**src/rtl/fpro_bus_arbiter_if.sv**
```systemverilog
// fpro_bus_arbiter_if: signal bundle between two requesters, the arbiter and one FPro slave port.
//   Requester side : m_req, m_wr, m_rd, m_video, m_lock, m0/m1_addr, m0/m1_wr_data -> arbiter
//                    m_ack, m_rd_data, grant_id, busy                               <- arbiter
//   FPro side      : fp_mmio_cs, fp_video_cs, fp_wr, fp_rd, fp_addr, fp_wr_data      <- arbiter
//                    fp_rd_data                                                      -> arbiter
//   modport slave  : the arbiter's view (it serves the requesters)
//   modport master : the requester/environment view
interface fpro_bus_arbiter_if #(
  parameter int unsigned ADDR_W = 21,
  parameter int unsigned DATA_W = 32
);
  logic [1:0]        m_req;
  logic [1:0]        m_wr;
  logic [1:0]        m_rd;
  logic [1:0]        m_video;
  logic [1:0]        m_lock;
  logic [ADDR_W-1:0] m0_addr;
  logic [ADDR_W-1:0] m1_addr;
  logic [DATA_W-1:0] m0_wr_data;
  logic [DATA_W-1:0] m1_wr_data;
  logic [1:0]        m_ack;
  logic [DATA_W-1:0] m_rd_data;
  logic              grant_id;
  logic              busy;
  logic              fp_mmio_cs;
  logic              fp_video_cs;
  logic              fp_wr;
  logic              fp_rd;
  logic [ADDR_W-1:0] fp_addr;
  logic [DATA_W-1:0] fp_wr_data;
  logic [DATA_W-1:0] fp_rd_data;

  modport slave (
    input  m_req, m_wr, m_rd, m_video, m_lock,
    input  m0_addr, m1_addr, m0_wr_data, m1_wr_data,
    output m_ack, m_rd_data, grant_id, busy,
    output fp_mmio_cs, fp_video_cs, fp_wr, fp_rd, fp_addr, fp_wr_data,
    input  fp_rd_data
  );

  modport master (
    output m_req, m_wr, m_rd, m_video, m_lock,
    output m0_addr, m1_addr, m0_wr_data, m1_wr_data,
    input  m_ack, m_rd_data, grant_id, busy,
    input  fp_mmio_cs, fp_video_cs, fp_wr, fp_rd, fp_addr, fp_wr_data,
    output fp_rd_data
  );
endinterface

```
**src/rtl/fpro_bus_arbiter.sv**
```systemverilog
// fpro_bus_arbiter: two-master round-robin arbiter sharing one FPro MMIO/video slave port.
//   IDLE latches the winning request, BUS drives a one-cycle registered strobe and captures
//   read data, ACK pulses m_ack[grant_id] and hands round-robin priority to the other master.
// Ports:
//   clk      - system clock
//   reset_n  - synchronous active-low reset
//   bus      - fpro_bus_arbiter_if.slave (requester handshake + FPro strobes/data)
// Optional feature: define FPRO_ARB_LOCK_EN to honour m_lock (bus lock by the last owner).
// Without it m_lock is ignored and arbitration is pure round-robin.
module fpro_bus_arbiter #(
  parameter int unsigned ADDR_W = 21,
  parameter int unsigned DATA_W = 32
) (
  input  logic                 clk,
  input  logic                 reset_n,
  fpro_bus_arbiter_if.slave    bus
);

  typedef enum logic [1:0] {
    IDLE = 2'd0,
    BUS  = 2'd1,
    ACK  = 2'd2
  } state_t;

  state_t     state;
  logic       rr;
  logic [1:0] elig_c;
  logic       win_c;
  logic       win_wr_c;
  logic       win_rd_c;
  logic       win_video_c;

`ifdef FPRO_ARB_LOCK_EN
  logic lock_valid;
  logic lock_owner;
  logic op_lock;

  // While locked only the owner may be granted.
  always_comb begin
    elig_c = bus.m_req;
    if (lock_valid) begin
      elig_c = bus.m_req & (lock_owner ? 2'b10 : 2'b01);
    end
  end
`else
  logic unused_lock;
  assign unused_lock = ^bus.m_lock;
  assign elig_c      = bus.m_req;
`endif

  // Winner: rr breaks a tie, otherwise whichever single master is eligible.
  always_comb begin
    win_c       = (elig_c == 2'b11) ? rr : elig_c[1];
    win_wr_c    = bus.m_wr[win_c];
    win_rd_c    = bus.m_rd[win_c] & ~bus.m_wr[win_c];  // write wins when both are set
    win_video_c = bus.m_video[win_c];
  end

  // Single-process FSM; every output is a register.
  always_ff @(posedge clk) begin
    if (!reset_n) begin
      state           <= IDLE;
      rr              <= 1'b0;
      bus.m_ack       <= 2'b00;
      bus.m_rd_data   <= '0;
      bus.grant_id    <= 1'b0;
      bus.busy        <= 1'b0;
      bus.fp_mmio_cs  <= 1'b0;
      bus.fp_video_cs <= 1'b0;
      bus.fp_wr       <= 1'b0;
      bus.fp_rd       <= 1'b0;
      bus.fp_addr     <= '0;
      bus.fp_wr_data  <= '0;
`ifdef FPRO_ARB_LOCK_EN
      lock_valid      <= 1'b0;
      lock_owner      <= 1'b0;
      op_lock         <= 1'b0;
`endif
    end else begin
      case (state)
        IDLE: begin
          if (|elig_c) begin
            state           <= BUS;
            bus.busy        <= 1'b1;
            bus.grant_id    <= win_c;
            bus.fp_addr     <= ADDR_W'(win_c ? bus.m1_addr : bus.m0_addr);
            bus.fp_wr_data  <= DATA_W'(win_c ? bus.m1_wr_data : bus.m0_wr_data);
            // A no-op (neither wr nor rd) selects no target at all.
            bus.fp_mmio_cs  <= (win_wr_c | win_rd_c) & ~win_video_c;
            bus.fp_video_cs <= (win_wr_c | win_rd_c) & win_video_c;
            bus.fp_wr       <= win_wr_c;
            bus.fp_rd       <= win_rd_c;
`ifdef FPRO_ARB_LOCK_EN
            op_lock         <= bus.m_lock[win_c];
`endif
          end
        end
        BUS: begin
          state           <= ACK;
          bus.fp_mmio_cs  <= 1'b0;
          bus.fp_video_cs <= 1'b0;
          bus.fp_wr       <= 1'b0;
          bus.fp_rd       <= 1'b0;
          bus.m_ack       <= bus.grant_id ? 2'b10 : 2'b01;
          if (bus.fp_rd) begin
            bus.m_rd_data <= bus.fp_rd_data;
          end
        end
        ACK: begin
          state     <= IDLE;
          bus.m_ack <= 2'b00;
          bus.busy  <= 1'b0;
`ifdef FPRO_ARB_LOCK_EN
          // A locked completion keeps priority where it is; an unlocked one releases it.
          if (op_lock) begin
            lock_valid <= 1'b1;
            lock_owner <= bus.grant_id;
          end else begin
            lock_valid <= 1'b0;
            rr         <= ~bus.grant_id;
          end
`else
          rr        <= ~bus.grant_id;
`endif
        end
        default: begin
          state <= IDLE;
        end
      endcase
    end
  end

endmodule

```
**src/flat_wrapper.sv**
```systemverilog
// flat-port wrapper written by rule: the top's interface ports become plain ports
module fpro_bus_arbiter_flat 
#(
  parameter int unsigned ADDR_W = 21,
  parameter int unsigned DATA_W = 32
)
  (clk, reset_n, bus_m_req, bus_m_wr, bus_m_rd, bus_m_video, bus_m_lock, bus_m0_addr, bus_m1_addr, bus_m0_wr_data, bus_m1_wr_data, bus_m_ack, bus_m_rd_data, bus_grant_id, bus_busy, bus_fp_mmio_cs, bus_fp_video_cs, bus_fp_wr, bus_fp_rd, bus_fp_addr, bus_fp_wr_data, bus_fp_rd_data);
  fpro_bus_arbiter_if #(.ADDR_W(ADDR_W), .DATA_W(DATA_W)) bus_i ();
  input  logic clk;
  input  logic reset_n;
  input wire logic [$bits(bus_i.m_req)-1:0] bus_m_req;
  input wire logic [$bits(bus_i.m_wr)-1:0] bus_m_wr;
  input wire logic [$bits(bus_i.m_rd)-1:0] bus_m_rd;
  input wire logic [$bits(bus_i.m_video)-1:0] bus_m_video;
  input wire logic [$bits(bus_i.m_lock)-1:0] bus_m_lock;
  input wire logic [$bits(bus_i.m0_addr)-1:0] bus_m0_addr;
  input wire logic [$bits(bus_i.m1_addr)-1:0] bus_m1_addr;
  input wire logic [$bits(bus_i.m0_wr_data)-1:0] bus_m0_wr_data;
  input wire logic [$bits(bus_i.m1_wr_data)-1:0] bus_m1_wr_data;
  output wire logic [$bits(bus_i.m_ack)-1:0] bus_m_ack;
  output wire logic [$bits(bus_i.m_rd_data)-1:0] bus_m_rd_data;
  output wire logic [$bits(bus_i.grant_id)-1:0] bus_grant_id;
  output wire logic [$bits(bus_i.busy)-1:0] bus_busy;
  output wire logic [$bits(bus_i.fp_mmio_cs)-1:0] bus_fp_mmio_cs;
  output wire logic [$bits(bus_i.fp_video_cs)-1:0] bus_fp_video_cs;
  output wire logic [$bits(bus_i.fp_wr)-1:0] bus_fp_wr;
  output wire logic [$bits(bus_i.fp_rd)-1:0] bus_fp_rd;
  output wire logic [$bits(bus_i.fp_addr)-1:0] bus_fp_addr;
  output wire logic [$bits(bus_i.fp_wr_data)-1:0] bus_fp_wr_data;
  input wire logic [$bits(bus_i.fp_rd_data)-1:0] bus_fp_rd_data;
  assign bus_i.m_req = bus_m_req;
  assign bus_i.m_wr = bus_m_wr;
  assign bus_i.m_rd = bus_m_rd;
  assign bus_i.m_video = bus_m_video;
  assign bus_i.m_lock = bus_m_lock;
  assign bus_i.m0_addr = bus_m0_addr;
  assign bus_i.m1_addr = bus_m1_addr;
  assign bus_i.m0_wr_data = bus_m0_wr_data;
  assign bus_i.m1_wr_data = bus_m1_wr_data;
  assign bus_m_ack = bus_i.m_ack;
  assign bus_m_rd_data = bus_i.m_rd_data;
  assign bus_grant_id = bus_i.grant_id;
  assign bus_busy = bus_i.busy;
  assign bus_fp_mmio_cs = bus_i.fp_mmio_cs;
  assign bus_fp_video_cs = bus_i.fp_video_cs;
  assign bus_fp_wr = bus_i.fp_wr;
  assign bus_fp_rd = bus_i.fp_rd;
  assign bus_fp_addr = bus_i.fp_addr;
  assign bus_fp_wr_data = bus_i.fp_wr_data;
  assign bus_i.fp_rd_data = bus_fp_rd_data;
  fpro_bus_arbiter #(.ADDR_W(ADDR_W), .DATA_W(DATA_W)) u_core (.clk(clk), .reset_n(reset_n), .bus(bus_i));
endmodule
```
**config.mk**
```make
export PLATFORM = sky130hd
export DESIGN_NAME = fpro_bus_arbiter_flat
export DESIGN_NICKNAME = d
export VERILOG_FILES = /design/src/rtl/fpro_bus_arbiter_if.sv /design/src/rtl/fpro_bus_arbiter.sv /design/src/flat_wrapper.sv
export SDC_FILE = /design/constraint.sdc
export NUM_CORES = 1
export LEC_CHECK = 0
export CAP_MARGIN = 10
export CORE_MARGIN = 5
export CORE_UTILIZATION = 37
export DETAILED_ROUTE_END_ITERATION = 10
export GPL_TIMING_DRIVEN = 1
export PLACE_DENSITY_LB_ADDON = 0.05
export SYNTH_ARGS = -nofsm -noshare
export SYNTH_HDL_FRONTEND = slang
export SYNTH_SLANG_ARGS = --single-unit
```
**constraint.sdc**
```tcl
create_clock -name clk -period 1.95 [get_ports clk]
set_clock_uncertainty 0.1 [all_clocks]
set_input_delay 0.585 -clock clk [delete_from_list [all_inputs] [get_ports clk]]
set_output_delay 0.585 -clock clk [all_outputs]
set_load 0.03 [all_outputs]
```
==> key figures <==
Clock tree
  – # hold bufs at CTS: 0
  – TritonCTS buffer count: 9
  – # H-tree levels: 3
  – Root buf cell: sky130_fd_sc_hd__clkbuf_8
  – Latest clock arrival within the worst-skew pair: approximately 0.36 ns
  – Clock-pin slew reported for the worst setup and hold paths after clock tree synthesis: 0.09 ns
  – Largest buffer count on any clock path: 2
  – Clock sink count: 96
  – TritonCTS clock tree: done

STA
  – Worst-case setup margin in the final layout: between 0.08 and 0.09 ns
  – Worst hold margin: ~0.35 ns
  – Max-slew violation count: 0
  – Setup violations, final: 0
  – Max Clk Rate: around 0.54 GHz
  – Number of hold violations in the final report: 0
  – Transition at the pin with the smallest max-transition slack: approximately 0.48 ns
  – Clock period minus worst slack: about 1.9 ns
  – Normalized max-slew margin: 0.679
  – Unrepaired setup endpoints after global routing: no
  – Final period util: 0.959
  – TNS Setup: 0 ns

Detailed routing
  – DRC violations left: 0
  – First drt pass iteration count: 4
  – Per-cell via count in the routed design: just under 5
  – Aggregate routed wire length: roughly 13000 um
  – ANT nets after route: 0
  – DRT iter0 DRCs: 223
  – Average wire length per cell after detail routing: 15.2 um
  – Vias after detailed routing: ~4200

Min path
  – Hold crit path type: reg -> reg

Setup path
  – Buf+Inv Stages, Crit Path: 1
  – Longest individual stage delay on the worst path: 0.44 ns
  – Data arrival time of the critical path: approximately 1.2 ns
  – Data required, critical path: around 1.3 ns
  – CP Capture Type: output port
  – Path type of the worst setup path: reg -> out
  – Slowest-stage cell, CP: sky130_fd_sc_hd__dlygate4sd2_1
  – CP max FO: 4
  – Top Family by Delay on Critical Path: buffers and inverters
  – Crit path cell chain: dlygate4sd2_1
  – Kind of start point of the critical path: flip-flop

Yosys
  – Synthesized net count: 655
  – Post-synthesis instance area: between 3000 and 4000 sq um
  – Fraction of registers with async set/reset: 0
  – Flops & latches, synth: between 90 and 100
  – Most common cell in the netlist: sky130_fd_sc_hd__nand2_1
  – Most frequently used flop master after synthesis: sky130_fd_sc_hd__dfxtp_1
  – Post-synthesis sequential area ratio: 0.482
  – Yosys synthesis warning count: 0
  – Number of flops mapped to enable cells by yosys: 0
  – Number of distinct library cells after synthesis: 25
  – Commonest cells in the synthesized netlist: sky130_fd_sc_hd__nand2_1 (174), sky130_fd_sc_hd__dfxtp_1 (96), sky130_fd_sc_hd__o21ai_0 (57)
  – Synthesized area per cell: 7.96 sq um
  – Dominant cell type by area after synthesis: sky130_fd_sc_hd__dfxtp_1
  – Instance count of the mapped netlist: 501
  – Biggest area contributors in the synthesized netlist: sky130_fd_sc_hd__dfxtp_1 (48%), sky130_fd_sc_hd__nand2_1 (16%), sky130_fd_sc_hd__a31oi_1 (8.5%)
  – Top-area cell type share of the netlist area: 0.482

Floorplanning
  – Die span in x: around 110 um
  – Placement Rows: 37
  – Area of the die: ~13000 sq um
  – Placeable core region: ~10000 sq um
  – Initial core utilization: 0.383
  – Die Y-Extent: around 110 um
  – Top-Level Pins: between 200 and 250

Global routing
  – Largest net degree at the start of global routing: 54
  – Sum of overflow across all layers after global routing: 0
  – Overall track demand over capacity in global routing: 0.195
  – Global-route wire length before repair: between 20000 and 25000 um
  – Vias in the first global route: just over 4000
  – Initial antenna violation count: 0

Final layout
  – Share of cells above drive strength 1: 0.0504
  – Layout-stage area growth over the synthesis result: 66.2%
  – Design Area, Final: ~6600 sq um
  – Layout Nets: 885
  – Number of fill cells in the layout: between 900 and 1000
  – Area occupied by multi-input gates: roughly 1800 sq um
  – Ant. Diodes: 0
  – Area of all sequential standard cells: a little under 2000 sq um

Place
  – Placed instance area: approximately 6600 sq um
  – Detail Placement HPWL: 9940 um
  – Pre-CTS WS: -0.145 ns
  – Buffers on Ports: 240
  – Routability congestion estimate from global placement: between 0.8 and 0.9

Pwr
  – Maximum vdd drop: about 0.00038 V
  – Power density relative to cell area: 751 nW/um^2
  – Total power: 4.98 mW
  – Leakage power total: 2.88 nW

Outcome
  – Run status: complete, no violations

Run
  – Max-cap viol count: 0
-- power breakdown --
group / internal, mW / switching [mW]
Sequential: 2.16 / 0.0877
Clock: 0.485 / 0.651
Combinational: 0.707 / 0.889
-- final cells by class --
class	instances	area share
Clock buffer	13	0.0225
Clock inverter	1	0.000755
Inverter	7	0.00397
Multi-Input combinational cell	357	0.275
Sequential cell	96	0.290
Tap cell	136	0.0257
Timing Repair Buffer	260	0.382
-- tightest hold or removal path, stage by stage (launching register included) --
cell and delay [ns]:
sky130_fd_sc_hd__dfxtp_1 0.31, sky130_fd_sc_hd__nand2_1 0.05, sky130_fd_sc_hd__a21boi_1 0.05
-- registers in the layout (all words and copies together) (netlist names), 2 cells and up --
register               cells
u_core.state               2
u_core.bus.m_rd_data      32
u_core.bus.fp_wr_data     32
u_core.bus.m_ack           2
u_core.bus.fp_addr        21
-- layout by cell type (no fill, tap or decap), types with 2 or more instances in the layout --
master	n
sky130_fd_sc_hd__nand3b_1	2
sky130_fd_sc_hd__o22ai_1	4
sky130_fd_sc_hd__and2_1	2
sky130_fd_sc_hd__clkbuf_1	3
sky130_fd_sc_hd__a21boi_0	17
sky130_fd_sc_hd__o21ai_0	57
sky130_fd_sc_hd__nor2_1	7
sky130_fd_sc_hd__mux2i_1	5
sky130_fd_sc_hd__buf_4	12
sky130_fd_sc_hd__nor2b_1	5
sky130_fd_sc_hd__dlygate4sd2_1	93
sky130_fd_sc_hd__a21boi_1	16
sky130_fd_sc_hd__buf_12	8
sky130_fd_sc_hd__nand2_1	173
sky130_fd_sc_hd__a31oi_1	54
sky130_fd_sc_hd__dfxtp_1	96
sky130_fd_sc_hd__ha_1	4
sky130_fd_sc_hd__inv_1	7
sky130_fd_sc_hd__a21oi_1	2
sky130_fd_sc_hd__nand2b_1	3
sky130_fd_sc_hd__clkdlybuf4s50_1	146
sky130_fd_sc_hd__clkbuf_8	10
-- path summary, 6_finish.rpt --
kind	cells after the start	start	endpoint	slack (ns)
setup / recovery	1	u_core.bus.fp_rd	bus_fp_rd	0.08
hold / removal	2	u_core.bus.m_rd_data[9]	u_core.bus.m_rd_data[9]	0.35
setup reg to reg	5	u_core.state[0]	u_core.bus.fp_video_cs	0.29
hold reg to reg	2	u_core.bus.m_rd_data[9]	u_core.bus.m_rd_data[9]	0.35
-- layer usage --
| metal | GRT usage | part of all wire | up-vias |
|---|---|---|---|
| met5 | 0 | 0 | - |
| met4 | 0.0713 | 0.019 | 0 |
| met3 | 0.0615 | 0.087 | 21 |
| met2 | 0.347 | 0.49 | 164 |
| met1 | 0.219 | 0.41 | 1920 |
| li1 | - | - | 2141 |
-- timing repair --
action / CTS / global route
endpoints found under the hold margin: 0 / 0
endpoints found under the setup margin: 93 / 0
resized for setup: 93 / 0
buffers inserted: 0 / 0
-- kinds of logic after synthesis --
family,after synthesis,synth area share
buffers and inverters,48,0.0637
DFF,96,0.482
and+or+nand+nor,195,0.195
muxes,6,0.0154
AOI/OAI and AO/OA,152,0.232
adders and majority gates,4,0.0126
-- metrics by stage --
step | util | cells
after floorplan | - | 501
after global placement | 0.632 | 856
after detailed placement | 0.632 | 856
after CTS | 0.636 | 870
after global routing | 0.636 | 870
final | 0.636 | 870
No activity file was read; power rests on OpenSTA's default activity.
